$ cat src/rtl/oam_dma_ctrl.sv
// OAM DMA sequencer: captures FF46 writes, waits out the startup delay, then streams
// NUM_BYTES source bytes into OAM with CPU bus gating and interrupt masking.
module oam_dma_ctrl #(
  parameter int NUM_BYTES     = 160,
  parameter int CLKS_PER_BYTE = 4,
  parameter int SETUP_DELAY   = 4
) (
  input  logic        clk,
  input  logic        rst,
  input  logic [15:0] cpu_addr,
  input  logic        cpu_wr,
  input  logic        cpu_rd,
  input  logic [7:0]  cpu_wdata,
  output logic [7:0]  reg_rdata,
  output logic [15:0] src_addr,
  output logic        src_vram,
  output logic        src_rd,
  output logic [7:0]  oam_addr,
  output logic        oam_we,
  output logic        dma_active,
  output logic        cpu_bus_ok,
  output logic        intq_mask,
  output logic        done
);

  localparam int XFER_LEN  = NUM_BYTES * CLKS_PER_BYTE;
  localparam int XCW       = $clog2(XFER_LEN);
  localparam int SHIFT     = $clog2(CLKS_PER_BYTE);
  localparam int SCW       = $clog2(SETUP_DELAY + 1);

  typedef enum logic {IDLE, XFER} state_t;

  state_t          r_state, w_state_next;
  logic [7:0]      r_base;
  logic [7:0]      r_src_base;
  logic            r_setup_pending;
  logic [SCW-1:0]  r_setup_cnt;
  logic [XCW-1:0]  r_xfer_cnt, w_xfer_cnt_next;

  logic            w_start;
  logic            w_expire;
  logic            w_xfer_last;
  logic [7:0]      w_idx;
  logic [15:0]     w_src;
  logic            w_unused;

  // cpu_rd has no effect on state: FF46 reads are served straight from r_base.
  assign w_unused = cpu_rd;

  assign w_start     = cpu_wr && (cpu_addr == 16'hFF46);
  // A write landing on the expiry edge restarts the delay instead of expiring it.
  assign w_expire    = r_setup_pending && (r_setup_cnt == SCW'(SETUP_DELAY)) && !w_start;
  assign w_xfer_last = (r_state == XFER) && (r_xfer_cnt == XCW'(XFER_LEN - 1));

  always_ff @(posedge clk) begin
    if (rst) begin
      r_state         <= IDLE;
      r_xfer_cnt      <= '0;
      r_base          <= 8'h00;
      r_src_base      <= 8'h00;
      r_setup_pending <= 1'b0;
      r_setup_cnt     <= '0;
    end else begin
      r_state    <= w_state_next;
      r_xfer_cnt <= w_xfer_cnt_next;
      if (w_start) begin
        r_base          <= cpu_wdata;
        r_setup_pending <= 1'b1;
        r_setup_cnt     <= SCW'(1);
      end else if (r_setup_pending) begin
        if (w_expire) begin
          r_setup_pending <= 1'b0;
          r_setup_cnt     <= '0;
        end else begin
          r_setup_cnt <= r_setup_cnt + SCW'(1);
        end
      end
      if (w_expire) r_src_base <= r_base;
    end
  end

  // Setup expiry wins over the natural end of a running transfer.
  always_comb begin
    w_state_next    = r_state;
    w_xfer_cnt_next = r_xfer_cnt;
    if (w_expire) begin
      w_state_next    = XFER;
      w_xfer_cnt_next = '0;
    end else begin
      case (r_state)
        IDLE: w_xfer_cnt_next = '0;
        XFER: begin
          if (w_xfer_last) begin
            w_state_next    = IDLE;
            w_xfer_cnt_next = '0;
          end else begin
            w_xfer_cnt_next = r_xfer_cnt + XCW'(1);
          end
        end
        default: begin
          w_state_next    = IDLE;
          w_xfer_cnt_next = '0;
        end
      endcase
    end
  end

  assign w_idx = 8'(r_xfer_cnt >> SHIFT);

  always_comb begin
    w_src = {r_src_base, 8'h00} + {8'h00, w_idx};
    // Echo RAM (E000-FDFF) mirrors C000-DDFF.
    if (r_src_base >= 8'hE0) w_src[13] = 1'b0;
  end

  always_comb begin
    reg_rdata  = r_base;
    src_addr   = 16'h0000;
    src_vram   = 1'b0;
    src_rd     = 1'b0;
    oam_addr   = 8'h00;
    oam_we     = 1'b0;
    dma_active = 1'b0;
    intq_mask  = 1'b0;
    done       = 1'b0;
    cpu_bus_ok = 1'b1;
    if (r_state == XFER) begin
      src_addr   = w_src;
      src_vram   = (w_src[15:13] == 3'b100);
      src_rd     = 1'b1;
      oam_addr   = w_idx;
      oam_we     = 1'b1;
      dma_active = 1'b1;
      intq_mask  = 1'b1;
      done       = w_xfer_last;
      cpu_bus_ok = ((cpu_addr >= 16'hFF80) && (cpu_addr <= 16'hFFFE)) ||
                   (cpu_addr == 16'hFF46);
    end
  end

endmodule
$ cat config.mk
export PLATFORM = sky130hd
export DESIGN_NAME = oam_dma_ctrl
export DESIGN_NICKNAME = d
export VERILOG_FILES = /design/src/rtl/oam_dma_ctrl.sv
export SDC_FILE = /design/constraint.sdc
export NUM_CORES = 1
export LEC_CHECK = 0
export BUFFER_PORTS_ARGS = -buffer_cell sky130_fd_sc_hd__clkbuf_2
export CORE_ASPECT_RATIO = 0.7
export CORE_UTILIZATION = 30
export DETAILED_ROUTE_END_ITERATION = 7
export GPL_ROUTABILITY_DRIVEN = 0
export PLACE_DENSITY = 0.63
export SYNTH_ARGS = -nofsm -noshare
export SYNTH_HDL_FRONTEND = slang
export SYNTH_SLANG_ARGS = --single-unit
$ cat constraint.sdc
create_clock -name clk -period 4.5 [get_ports clk]
set_clock_uncertainty 0.1 [all_clocks]
set_input_delay 0 -clock clk [delete_from_list [all_inputs] [get_ports clk]]
set_output_delay 0 -clock clk [all_outputs]
set_load 0.02 [all_outputs]
Word-level counts from Yosys, hierarchy flattened
Index checks and enable logic that the tools add are counted.
{"block": "word_totals", "inputBits": 28, "reg_bits": 31}
{"block": "classes", "n_bitwise": 1, "eq_ne": 4, "magnitude_cmp": 3, "n_addsub": 3, "n_mux": 18, "n_reduce_logical": 10}
{"operator": "$pmux W10 S2", "n": 1}
{"operator": "$add A16 B8 Y16", "n": 1}
{"operator": "$eq A16 B16 Y1 const B", "n": 1}
{"operator": "$ge A16 B16 Y1 const B", "n": 1}
{"operator": "$le A16 B16 Y1 const B", "n": 1}
{"operator": "$mux W16", "n": 1}
{"operator": "$mux W1", "n": 13}
{"operator": "$add A10 B1 Y10 const B", "n": 1}
{"operator": "$eq A10 B10 Y1 const B", "n": 1}
{"operator": "$mux W10", "n": 1}
{"operator": "$ge A8 B8 Y1 const B", "n": 1}
{"operator": "$mux W8", "n": 1}
{"operator": "$eq A3 B3 Y1 const B", "n": 2}
{"operator": "$logic_and A1 B1 Y1", "n": 5}
{"operator": "$reduce_or A2 Y1", "n": 2}
{"operator": "$add A3 B1 Y3 const B", "n": 1}
{"operator": "$mux W3", "n": 1}
{"operator": "$reduce_bool A2 Y1", "n": 1}
{"operator": "$logic_not A1 Y1", "n": 1}
{"operator": "$logic_or A1 B1 Y1", "n": 1}
{"operator": "$not A1 Y1", "n": 1}

Longest topological paths before layout
{"block": "depth", "word_depth": 7, "depth_mapped": 7, "ltp_nobuf": 6}

Worst setup path after synthesis
No wires, ideal clock.
{"block": "synth_path", "kind": "reg-to-output", "from": "reg r_state", "to": "out src_vram", "arrival_time_ns": 1.569, "slack_ns": 2.831, "stages_incl_launch_ff": 4, "path_cell_list": "dfxtp_1 -> clkbuf_1 -> and2_1 -> nor3b_1"}
{"block": "synth_between", "elab_chain_len": 1}
{"item": "start, declared", "line": "33", "rtl": "state_t r_state, w_state_next;"}
{"item": "start signal, assigned", "line": "64", "rtl": "r_state <= w_state_next;"}
{"item": "$mux W1", "line": "127", "rtl": "if (r_state == XFER) begin"}
{"item": "end, declared", "line": "16", "rtl": "output logic src_vram,"}
Every way passes these cells.

Final worst setup path
{"block": "layout_path", "from": "reg r_state", "to": "reg r_xfer_cnt[1]"}
{"block": "layout_between", "elab_chain_len": 3, "elab_cells_between_ends": 4, "cone_classes": "2 x mux; 1 x bitwise; 1 x reduce/logical"}
{"item": "$logic_and A1 B1 Y1", "line": "53", "rtl": "assign w_xfer_last = (r_state == XFER) && (r_xfer_cnt == XCW'(XFER_LEN - 1));"}
{"item": "$mux W10", "line": "93", "rtl": "if (w_xfer_last) begin"}
{"item": "$pmux W10 S2 *", "line": "90", "rtl": "case (r_state)"}
{"item": "end signal, assigned", "line": "65", "rtl": "r_xfer_cnt <= w_xfer_cnt_next;"}
{"item": "end, declared", "line": "38", "rtl": "logic [XCW-1:0] r_xfer_cnt, w_xfer_cnt_next;"}
Every way passes the cells marked *; elsewhere a longest branch is shown, timed or not.
A chain may end at the register's enable or synchronous reset.

==> flow_summary.json <==
{
  "outcome": "finished clean",
  "slew_headroom_pct": 43.7,
  "r2r-start": "r_state",
  "cts_tree": "done",
  "cp-end-kind": "flip-flop",
  "yosys-top-cells-area": "dfxtp_1, nand2b_1, and2_1",
  "synth_flop_cell": "dfxtp_1",
  "maxCapViolations": 0,
  "coreArea_sq_um": 5310,
  "nets": 283,
  "via_per_inst": 4.54,
  "synth_area_per_cell_sq_um": 8.62,
  "yosysUniqueCellTypes": 29,
  "power_density_nw_per_um2": 240,
  "cpPeakStageDelay_ns": 0.75,
  "tightestPinTransition_ns": 0.842,
  "grt_max_degree": 31,
  "grt-ovfl-total": 0,
  "grt.total_usage_pct": 13.4,
  "cp.arrival_ns": 1.99,
  "min_period_over_period_pct": 42.0,
  "fp.dieW_um": 91.5,
  "cts_htree_levels": 2,
  "synth_top_area_share_pct": 36.9,
  "cp-startpoint": "r_state",
  "drv_slew": 0,
  "grt_first_pass_wirelength_um": 6200,
  "cts_resized": 0,
  "wl_per_cell_um": 11.4,
  "ant_nets": 0,
  "grt_pass1_vias": 1339,
  "rsz0062_at_grt": "no",
  "hold_path.class": "in -> reg",
  "yosys.area.top_type": "dfxtp_1",
  "cts_setup_buffers": 0,
  "required_ns": 4.61,
  "synth_edf_count": 0,
  "utilization_pct": 39.9,
  "ctsHoldBuffers": 8,
  "syn_to_final_growth_pct": 26.1,
  "ys.warnings.count": 0,
  "setup_tns_ns": 0,
  "ys_ff_latch": 31,
  "p_leak_nw": 0.817,
  "drc_errors": 0,
  "min_period_ns": 1.89,
  "antenna_found_initial": 0,
  "cpMostUsedCell": "nand2b_1",
  "path_class": "reg -> reg",
  "clock_sinks": 31,
  "cp-start-kind": "flip-flop",
  "synth-async-reset-ratio_pct": 0,
  "final_common_cell": "clkbuf_2",
  "rows": 22,
  "drt_wl_total_um": 3700,
  "nFillCells": 553,
  "critPathSlowestCell": "dfxtp_1",
  "die_area_sq_um": 5910,
  "clockRootBuffer": "clkbuf_8",
  "crit_path_max_fanout": 24,
  "most-common-layout-cells": "clkbuf_2, dfxtp_1, nand2b_1, and2_1",
  "io_pins": 67,
  "peakVddDrop_mv": 0.0878,
  "path_clk_slew_ns": 0.07,
  "initial_utilization_pct": 31.6,
  "synth_area_sq_um": 1680,
  "synth_fp_nets": 226,
  "clk-insertion-delay-late_ns": 0.28,
  "hpwl_um": 2760,
  "die_h_um": 64.6,
  "hold_viol_final": 0,
  "drive_above_1_share_pct": 33.6,
  "synthCells": 195,
  "clk_path_buf_depth": 2,
  "first_iter_violations": 58,
  "hold_path.startpoint": "cpu_addr[4]",
  "path_cells": "nand2b_1, nand2b_1, nor3b_2",
  "n_antenna_cell": 0,
  "max_freq_mhz": 529,
  "ys_seq_area_share_pct": 36.9,
  "vias": 1476,
  "cts_made_buffers": 5,
  "drt-pass1-iter-count": 4,
  "port_buffers": 65,
  "setup-violations-final": 0
}
-- cells in the mapped netlist, types with 2 or more instances --
cell and number:
dfxtp_1 31, nand2b_1 19, and2_1 16, a21oi_1 14
nand3_1 13, buf_4 11, nand2_1 10, nor3_2 10
mux2i_1 9, o21ai_1 9, clkbuf_1 8, nand4_1 6
nor2_1 6, nor3_1 4, xnor2_1 4, xor2_1 4
buf_2 3, ha_1 3, inv_1 3, buf_6 2
nor3b_1 2
-- state kept, by name (all words and copies together) (netlist names) --
name	cells
r_xfer_cnt	10
r_src_base	8
reg_rdata	8
r_setup_cnt	3
r_setup_pending	1
r_state	1
-- path summary, 6_finish.rpt --
| kind | end | slack, ns | cells after the start |
|---|---|---|---|
| max | r_xfer_cnt[1] | 2.61 | 3 |
| min | reg_rdata[0] | 0.14 | 5 |
| max reg2reg | r_xfer_cnt[1] | 2.61 | 3 |
| min reg2reg | r_src_base[2] | 0.37 | 2 |
-- layer usage --
metal	track usage (%)	routed length (um)	vias to the layer above
met2	20.8	1530	32
met4	4.17	36	0
met3	4.23	155	4
met1	17.8	1980	670
met5	0	0	-
li1	-	-	770
-- cells by family (layout without fill, tap and decap cells) --
| kind of cell | after synthesis | after routing | synth area share, % |
|---|---|---|---|
| multiplexers | 9 | 9 | 5.36 |
| XOR/XNOR | 8 | 8 | 4.17 |
| AO/OA/AOI/OAI | 26 | 26 | 8.19 |
| AND/OR/NAND/NOR | 91 | 91 | 33.5 |
| buffers and inverters | 27 | 85 | 9.61 |
| flip-flops | 31 | 31 | 36.9 |
| adder cells (fa/ha/maj) | 3 | 3 | 2.23 |
-- power breakdown --
group	internal (mW)	leakage, nW	switching (mW)	total (mW)
clock network	0.108	0.0422	0.100	0.209
logic	0.0156	0.525	0.0104	0.0260
registers	0.274	0.250	0.00000111	0.274
total	0.398	0.817	0.111	0.509
-- through the flow --
step	setup slack [ns]	std cells	hold slack (ns)	instance area, sq um	power, mW
finish	2.61	325	0.145	2120	0.509
global route	2.44	325	0.147	2120	0.535
CTS	2.59	325	0.132	2120	0.515
detailed placement	2.44	309	0.147	1960	0.301
global placement	2.42	309	0.148	1960	0.300
floorplan	2.83	195	0.0519	1680	0.288
-- worst max-delay path, delay by kind of cell (launching register included) --
family        cells  cell delay [ns]
flops             1             0.75
simple gates      3             0.95
-- final cells by class --
cell class / count / area [sq um] / area share [%]
multi-input cells: 137 / 902 / 42.6
repair buffers: 74 / 413 / 19.5
clock buffers: 7 / 76.3 / 3.60
inverters: 3 / 11.3 / 0.532
flip-flops and latches: 31 / 621 / 29.3
clock inverters: 1 / 5.00 / 0.236
well taps: 72 / 90.1 / 4.25
Note: power is estimated with default switching activity, not from simulation.
